[config.mk]
export PLATFORM = sky130hd
export DESIGN_NAME = fetch_aligner
export DESIGN_NICKNAME = d
export VERILOG_FILES = /design/src/rtl/fetch_pkg.sv /design/src/rtl/hw_queue.sv /design/src/rtl/fetch_aligner.sv
export SDC_FILE = /design/constraint.sdc
export NUM_CORES = 1
export LEC_CHECK = 0
export ABC_CLOCK_PERIOD_IN_PS = 3300
export CAP_MARGIN = 20
export CORE_UTILIZATION = 34
export DETAILED_ROUTE_END_ITERATION = 6
export GPL_TIMING_DRIVEN = 0
export SETUP_SLACK_MARGIN = 0.2
export SLEW_MARGIN = 0
export SYNTH_ARGS = -nofsm -noshare
export SYNTH_HDL_FRONTEND = slang
export SYNTH_HIERARCHICAL = 1
export SYNTH_SLANG_ARGS = --single-unit
[constraint.sdc]
create_clock -name clk -period 3.3 [get_ports clk]
set_input_delay 0.495 -clock clk [delete_from_list [all_inputs] [get_ports clk]]
set_output_delay 0.495 -clock clk [all_outputs]
set_load 0.01 [all_outputs]
[src/rtl/fetch_pkg.sv]
// Shared constants for the instruction fetch aligner and its halfword queue.
package fetch_pkg;
    localparam int ILEN = 32;
    localparam int HLEN = 16;
    localparam int QDEPTH = 3;
    localparam logic [1:0] RVC_UNCOMPRESSED = 2'b11;
endpackage

[src/rtl/hw_queue.sv]
// Three-entry halfword shift queue. Entry 0 is the oldest halfword.
// A cycle can both pop and push. The pop is applied first, then the push.
module hw_queue
    import fetch_pkg::*;
(
    input  logic            clk,
    input  logic            rst,
    input  logic            clear,
    input  logic            push1,
    input  logic            push2,
    input  logic            pop1,
    input  logic            pop2,
    input  logic [HLEN-1:0] push_a,
    input  logic [HLEN-1:0] push_b,
    output logic [HLEN-1:0] head,
    output logic [HLEN-1:0] entry1,
    output logic [1:0]      count
);
    logic [HLEN-1:0] q      [QDEPTH];
    logic [HLEN-1:0] next_q [QDEPTH];
    logic [1:0]      base;
    logic [1:0]      next_count;

    always_comb begin
        next_q = q;
        base   = count;
        if (pop2) begin
            next_q[0] = q[2];
            next_q[1] = '0;
            next_q[2] = '0;
            base      = count - 2'd2;
        end else if (pop1) begin
            next_q[0] = q[1];
            next_q[1] = q[2];
            next_q[2] = '0;
            base      = count - 2'd1;
        end
        // Pushed halfwords land directly behind whatever survived the pop.
        for (int i = 0; i < QDEPTH; i++) begin
            if ((push1 || push2) && i == int'(base))
                next_q[i] = push_a;
            if (push2 && i == int'(base) + 1)
                next_q[i] = push_b;
        end
        next_count = base + (push2 ? 2'd2 : (push1 ? 2'd1 : 2'd0));
    end

    always_ff @(posedge clk or negedge rst) begin
        if (!rst) begin
            count <= 2'd0;
            for (int i = 0; i < QDEPTH; i++) q[i] <= '0;
        end else if (clear) begin
            count <= 2'd0;
            for (int i = 0; i < QDEPTH; i++) q[i] <= '0;
        end else begin
            count <= next_count;
            q     <= next_q;
        end
    end

    assign head   = q[0];
    assign entry1 = q[1];
endmodule

[src/rtl/fetch_aligner.sv]
// Splits fetched 32-bit words into 16/32-bit RISC-V instructions.
// It tracks the fetch address, the instruction PC and the mid-word entry skip.
module fetch_aligner
    import fetch_pkg::*;
#(
    parameter logic [31:0] RESET_PC = 32'h0000_0000
) (
    input  logic            clk,
    input  logic            rst,
    input  logic            flush,
    input  logic [31:0]     flush_pc,
    input  logic            in_valid,
    output logic            in_ready,
    input  logic [31:0]     in_data,
    output logic [31:0]     fetch_addr,
    output logic            out_valid,
    input  logic            out_ready,
    output logic [ILEN-1:0] out_instr,
    output logic [31:0]     out_pc,
    output logic            out_is_c
);
    logic [HLEN-1:0] head;
    logic [HLEN-1:0] entry1;
    logic [1:0]      count;
    logic            skip;
    logic            head_c;
    logic            in_fire;
    logic            out_fire;
    logic            unused_pc_bit;

    assign unused_pc_bit = flush_pc[0];

    assign head_c    = head[1:0] != RVC_UNCOMPRESSED;
    assign out_valid = (count >= 2'd1 && head_c) || count >= 2'd2;
    assign in_ready  = rst && count <= 2'd1 && !flush;
    assign in_fire   = in_valid && in_ready;
    assign out_fire  = out_valid && out_ready && !flush;

    always_comb begin
        out_instr = '0;
        out_is_c  = 1'b0;
        if (out_valid) begin
            out_is_c  = head_c;
            out_instr = head_c ? {16'h0000, head} : {entry1, head};
        end
    end

    hw_queue u_queue (
        .clk    (clk),
        .rst    (rst),
        .clear  (flush),
        .push1  (in_fire && skip),
        .push2  (in_fire && !skip),
        .pop1   (out_fire && head_c),
        .pop2   (out_fire && !head_c),
        .push_a (skip ? in_data[31:16] : in_data[15:0]),
        .push_b (in_data[31:16]),
        .head   (head),
        .entry1 (entry1),
        .count  (count)
    );

    always_ff @(posedge clk or negedge rst) begin
        if (!rst) begin
            out_pc     <= {RESET_PC[31:1], 1'b0};
            fetch_addr <= {RESET_PC[31:2], 2'b00};
            skip       <= RESET_PC[1];
        end else if (flush) begin
            out_pc     <= {flush_pc[31:1], 1'b0};
            fetch_addr <= {flush_pc[31:2], 2'b00};
            skip       <= flush_pc[1];
        end else begin
            if (in_fire) begin
                fetch_addr <= fetch_addr + 32'd4;
                skip       <= 1'b0;
            end
            if (out_fire)
                out_pc <= out_pc + (head_c ? 32'd2 : 32'd4);
        end
    end
endmodule

Word level (Yosys, flattened, before mapping)
Index checks and enable logic that the tools add are counted.

Add/sub/neg operators: 6. Multiply operators: 0. Divide/modulo/power cells: 0. $lt $le $gt $ge: 3. Equality and inequality tests: 5. Shift-type cells: 0. Mux-type cells: 25. Bitwise logic cells: 0. Reduce and logical (&&, ||, !) cells: 28.

Operators with widths (count): 2-to-1 mux 32 bit (6); 2-to-1 mux 48 bit (3); 2-to-1 mux 16 bit (7); adder 32 x 3 -> 32 bit (1); adder 32 x 3 -> 32 bit (second input constant) (1); equality test 2 x 32 -> 1 bit (first input constant) (1); equality test 3 x 32 -> 1 bit (first input constant) (1); zero test 32 bit (1); logical AND 1 bit (16); nonzero test 5 bit (3); 2-to-1 mux 2 bit (4); equality test 2 bit (first input constant) (2); 2-to-1 mux 1 bit (4); nonzero test 2 bit (2); adder 2 x 1 -> 3 bit (second input constant) (1); zero test 1 bit (3); 2-to-1 mux 3 bit (1); adder 2 bit (1); >= comparator 2 x 1 -> 1 bit (second input constant) (1); >= comparator 2 bit (second input constant) (1); <= comparator 2 x 1 -> 1 bit (second input constant) (1); zero test 2 bit (1); logical OR 1 bit (2); != test 2 bit (second input constant) (1); 2 further kinds (2).

Bits in registers: 115. Latch bits: 0. Bits in writable memories: 0. Memory bits (read-only): 0. Memories: 0.

Logic depth before layout (Yosys ltp)
Word-level depth: 13. Depth in mapped cells: 14.

By module
The synthesis kept the hierarchy.

By module, submodules not included: fetch_aligner (instances 1, cells each 437, area an instance 4340.4 um^2, sequential area each 1551.5 um^2); hw_queue (instances 1, cells each 331, area an instance 3342.0 um^2, sequential area each 1251.2 um^2).

Least setup slack after synthesis
No wires, ideal clock.

Path type: reg2reg. From: register u_queue.q (netlist bit u_queue/head[1]). To: register u_queue.count[1]. Data arrival time: 2730 ps. Setup slack: 438 ps. Stages on the path, launching flop included: 15. Path through: dfrtp_1 -> buf_4 -> and2_1 -> clkbuf_1 -> clkbuf_1 -> nor3_1 -> buf_4 -> buf_2 -> nand2b_1 -> xnor2_1 -> ha_1 -> xor2_1 -> xnor2_1 -> xnor2_1 -> nor2_1.

Longest elaborated chain between the ends: 10. Elaborated cells on any way between the ends: 12. Classes of those cells: 1 x add/sub; 1 x eq/ne; 3 x mux; 7 x reduce/logical.

Ends and longest elaborated chain: from (decl) (line hw_queue.sv:19) `logic [HLEN-1:0] q [QDEPTH];`; from (signal assigned) (line hw_queue.sv:57) `q <= next_q;`; != test 2 bit (*) (line fetch_aligner.sv:33) `assign head_c = head[1:0] != RVC_UNCOMPRESSED;`; logical AND 1 bit (line fetch_aligner.sv:34) `assign out_valid = (count >= 2'd1 && head_c) || count >= 2'd2;`; logical OR 1 bit (line fetch_aligner.sv:34); logical AND 1 bit (2 in a row) (line fetch_aligner.sv:37) `assign out_fire = out_valid && out_ready && !flush;`; logical AND 1 bit (line fetch_aligner.sv:54) `.pop1 (out_fire && head_c),`; 2-to-1 mux 2 bit (line hw_queue.sv:32) `end else if (pop1) begin`; 2-to-1 mux 2 bit (*) (line hw_queue.sv:27) `if (pop2) begin`; adder 2 bit (*) (line hw_queue.sv:45) `next_count = base + (push2 ? 2'd2 : (push1 ? 2'd1 : 2'd0));`; 2-to-1 mux 2 bit (*) (line hw_queue.sv:52) `end else if (clear) begin`; to (signal assigned) (line hw_queue.sv:56) `count <= next_count;`; to (decl) (line hw_queue.sv:17) `output logic [1:0] count`.

Every way passes the cells marked *; elsewhere a longest branch is shown, timed or not. A chain may end at the register's enable or synchronous reset.

Worst setup path after layout
From: register u_queue.q (netlist bit u_queue/head[1]). To: register u_queue/q[5] (netlist name).

Longest elaborated chain between the ends: 13. Elaborated cells on any way between the ends: 20. Classes of those cells: 1 x add/sub; 3 x eq/ne; 6 x mux; 10 x reduce/logical.

Ends and longest elaborated chain: != test 2 bit (*) (line fetch_aligner.sv:33); logical AND 1 bit (line fetch_aligner.sv:34); logical OR 1 bit (line fetch_aligner.sv:34); logical AND 1 bit (2 in a row) (line fetch_aligner.sv:37); logical AND 1 bit (line fetch_aligner.sv:54); 2-to-1 mux 2 bit (line hw_queue.sv:32); 2-to-1 mux 2 bit (line hw_queue.sv:27); adder 2 x 1 -> 3 bit / equality test 2 bit (equally long branches) (line hw_queue.sv:42, hw_queue.sv:40); equality test 3 x 32 -> 1 bit / logical AND 1 bit (equally long branches) (line hw_queue.sv:42, hw_queue.sv:40); logical AND 1 bit / 2-to-1 mux 16 bit (equally long branches) (line hw_queue.sv:42, hw_queue.sv:40); 2-to-1 mux 16 bit (line hw_queue.sv:42) `if (push2 && i == int'(base) + 1)`; 2-to-1 mux 48 bit (line hw_queue.sv:52).

Marks and branches as above.

==> impl_results.md <==
- Outcome: complete, but fails checks
- Failing checks: DRC
- DRC viols: 16
- Worst Tran Pin Value: 0.768 ns
- Most common library cells after synthesis: dfrtp_1, mux2_2, nand2_1
- Row count: 54
- M1 wire length: 11,300 µm
- Chip width: 152 µm
- TritonCTS buffer count: 9
- Max-cap violations: 0
- Final hold vios: 0
- All-Layer GR Usage: 21.5%
- CP peak stage delay: 0.40 ns
- Maximum clock path buffer count: 2
- Worst-path clk slew: 0.09 ns
- DRT Pass-1 Iters: 6
- Unique masters post-synth: 77
- Crit start category: flip-flop
- Via Count: 6,669
- Skew-Pair Late Insertion Delay: 0.36 ns
- Post-synth EDFFs: 0
- Dominant cell type by area after synthesis: dfrtp_1
- Nets: 1,020
- Min-delay worst type: in -> async
- Cell family with the largest share of critical-path delay: buffers and inverters
- Worst Setup End Kind: flip-flop
- Top sig layer: met4
- Power Dens Cells: 375 nW/µm²
- CP dominant cell by count: buf_2
- GR Overflow Total: 0
- Max Freq: 341 MHz
- Critical-path maximum fanout: 10
- Synthesis-to-finish area growth: 31.7%
- DR WL met2: 11,500 µm
- Root buf cell: clkbuf_16
- Slew Limit Fails: 0
- Critical-path cell list: buf_4, and2_1, clkbuf_2, buf_2, nor3_4, buf_6, or3_1, a21o_1, a21oi_2, buf_2, a221o_1
- Post-synthesis async set-or-reset flop share: 100%
- Total clock sinks: 112
- Top post-synthesis cells by area: dfrtp_1, mux2_2, nand4b_1
- Wirelength per Cell: 19.7 µm
- Tcrit/Tclk final: 89.0%
- Vias in the first global route: 6,554
- Largest net degree at the start of global routing: 42
- Clk_skew: 0.0149 ns
- CTS tree: yes
- WP data arrival: 3.24 ns
- Synth Register Bits: 112
- First-pass GRT wire length: 38,800 µm
- Fin crit period: 2.94 ns
- Count leader, synth: dfrtp_1
- GPL Wtd Cong: 0.834
- Crit-path slowest cell: a21oi_2
- RSZ-0062 raised after global routing: no
- Share of layout cells above drive strength 1: 20.6%
- Htree depth: 3
- Setup TNS: 0 ns
- Initial drt markers: 404
- DIE AREA: 23,200 µm²
- Starting Density: 35.0%
- Mean post-synth cell area: 10.0 µm²
- Core Region: 22,000 µm²
- Dpl cells: 1,214
- Buf+Inv Stages, Crit Path: 5
- Total wire length: 24,300 µm
- Met3 Wirelength: 1230 µm
- Cells after synthesis: 768
- I/O pins: 168
- Final HPWL DP: 18,500 µm
- Leak: 3.97 nW
- Seq/Total Area, Yosys: 36.5%
- Initial antenna violation count: 0
- Crit Path Category: reg -> reg
- Area share of the largest cell type after synthesis: 36.5%
- Via/cell ratio: 5.41
- Mapped Area: 7680 µm²
- Maximum VDD drop: 0.276 mV
- Input/output buffers: 163
- Main synth FF type: dfrtp_1
- Die height: 152 µm
- Antenna Nets Post-Route: 0
- Inserted Diodes: 0
- Slew HR: 48.4%
- Ys Warns: 6
- Final non-filler cell total: 1,232
- Worst path required time: 3.60 ns
- Setup Viol. Count Final: 0
[state kept, by name, indices dropped and copies added (netlist names)]
| name | cells |
|---|---|
| fetch_addr | 30 |
| out_pc | 31 |
| u_queue/count | 2 |
| u_queue/q | 16 |
| skip | 1 |
| u_queue/head | 16 |
| u_queue/entry1 | 16 |
[layout by cell type, fill, tap and decap left out, drive strengths merged, types with 11 or more instances in the layout]
cell type / synthesis / final
o31ai: 18 / 18
mux2: 55 / 55
o221ai: 18 / 18
inv: 9 / 11
clkdlybuf4s50: 0 / 161
nor3: 13 / 13
xor2: 20 / 20
nor3b: 20 / 20
nand3: 24 / 24
nor2b: 20 / 20
nor2: 46 / 46
nand2: 49 / 49
mux2i: 20 / 20
a22oi: 16 / 16
xnor2: 33 / 33
clkbuf: 30 / 40
nand4: 22 / 22
a21oi: 28 / 28
buf: 61 / 65
dfrtp: 112 / 112
nor4: 11 / 11
and3: 26 / 26
nand4b: 35 / 35
a221o: 16 / 16
[what timing repair did]
action	CTS	global route
endpoints found under the setup margin	62	45
resized for setup	16	17
hold buffers	0	0
buffers inserted	0	1
pin swaps	0	2
cloned	1	0
[routing by layer]
metal / vias up / global-route usage, %
met2: 208 / 35.4
met4: 0 / 5.00
met3: 16 / 3.04
li1: 3175 / -
met1: 3270 / 29.8
met5: - / 0
[per-stage QoR]
| stage | power (mW) | hold WS [ns] | setup WS, ns | util (%) | cell area, µm² |
|---|---|---|---|---|---|
| 5_1_grt | 3.97 | 0.0602 | 0.215 | 46.1 | 10100 |
| 4_1_cts | 3.81 | 0.0457 | 0.203 | 45.9 | 10100 |
| 6_report | 3.80 | 0.0463 | 0.364 | 46.1 | 10100 |
| 3_3_place_gp | 2.62 | 0.531 | -4.28 | 44.0 | 9670 |
| 3_5_place_dp | 2.63 | 0.439 | -0.646 | 44.2 | 9700 |
| 2_1_floorplan | 2.14 | 0.199 | 0.438 | - | 7690 |
[area by class of cell]
class | count | area [µm²]
plain buffers | 91 | 569
flip-flops and latches | 112 | 2800
multi-input cells | 557 | 4350
repair buffers | 166 | 1700
inverters | 10 | 37.5
clock buffers | 10 | 229
clock inverters | 6 | 76.3
well taps | 280 | 350
fillers | 2123 | 11800
[cell families (layout without fill, tap and decap cells)]
kind of cell             Yosys count  in the layout  share of synthesized area [%]
XOR/XNOR                          53             53                           6.04
AO/OA/AOI/OAI                    125            125                           13.1
other                              1              3                         0.0488
AND/OR/NAND/NOR                  296            296                           25.3
multiplexers                      75             75                           10.7
buffers and inverters            101            283                           7.61
adder cells (fa/ha/maj)            5              5                          0.798
flip-flops                       112            112                           36.5
[power by group]
group	total [mW]	internal, mW	leakage (nW)	switching (mW)
logic	1.01	0.504	2.41	0.502
registers	1.62	1.47	1.41	0.145
clock network	1.17	0.603	0.143	0.568
[path summary, 6_finish.rpt]
| kind | endpoint | from | slack (ns) | cells after the start |
|---|---|---|---|---|
| max in group asynchronous | skip | rst | 2.54 | 2 |
| worst min register to register | u_queue/q[0] | u_queue/q[0] | 0.55 | 1 |
| worst min-delay path | fetch_addr[15] | rst | 0.05 | 1 |
| min in group clk | u_queue/q[0] | u_queue/q[0] | 0.55 | 1 |
| worst max register to register | u_queue/q[5] | u_queue/head[1] | 0.36 | 11 |
| worst max-delay path | u_queue/q[5] | u_queue/head[1] | 0.36 | 11 |
Power figures use the tool's default switching activity.
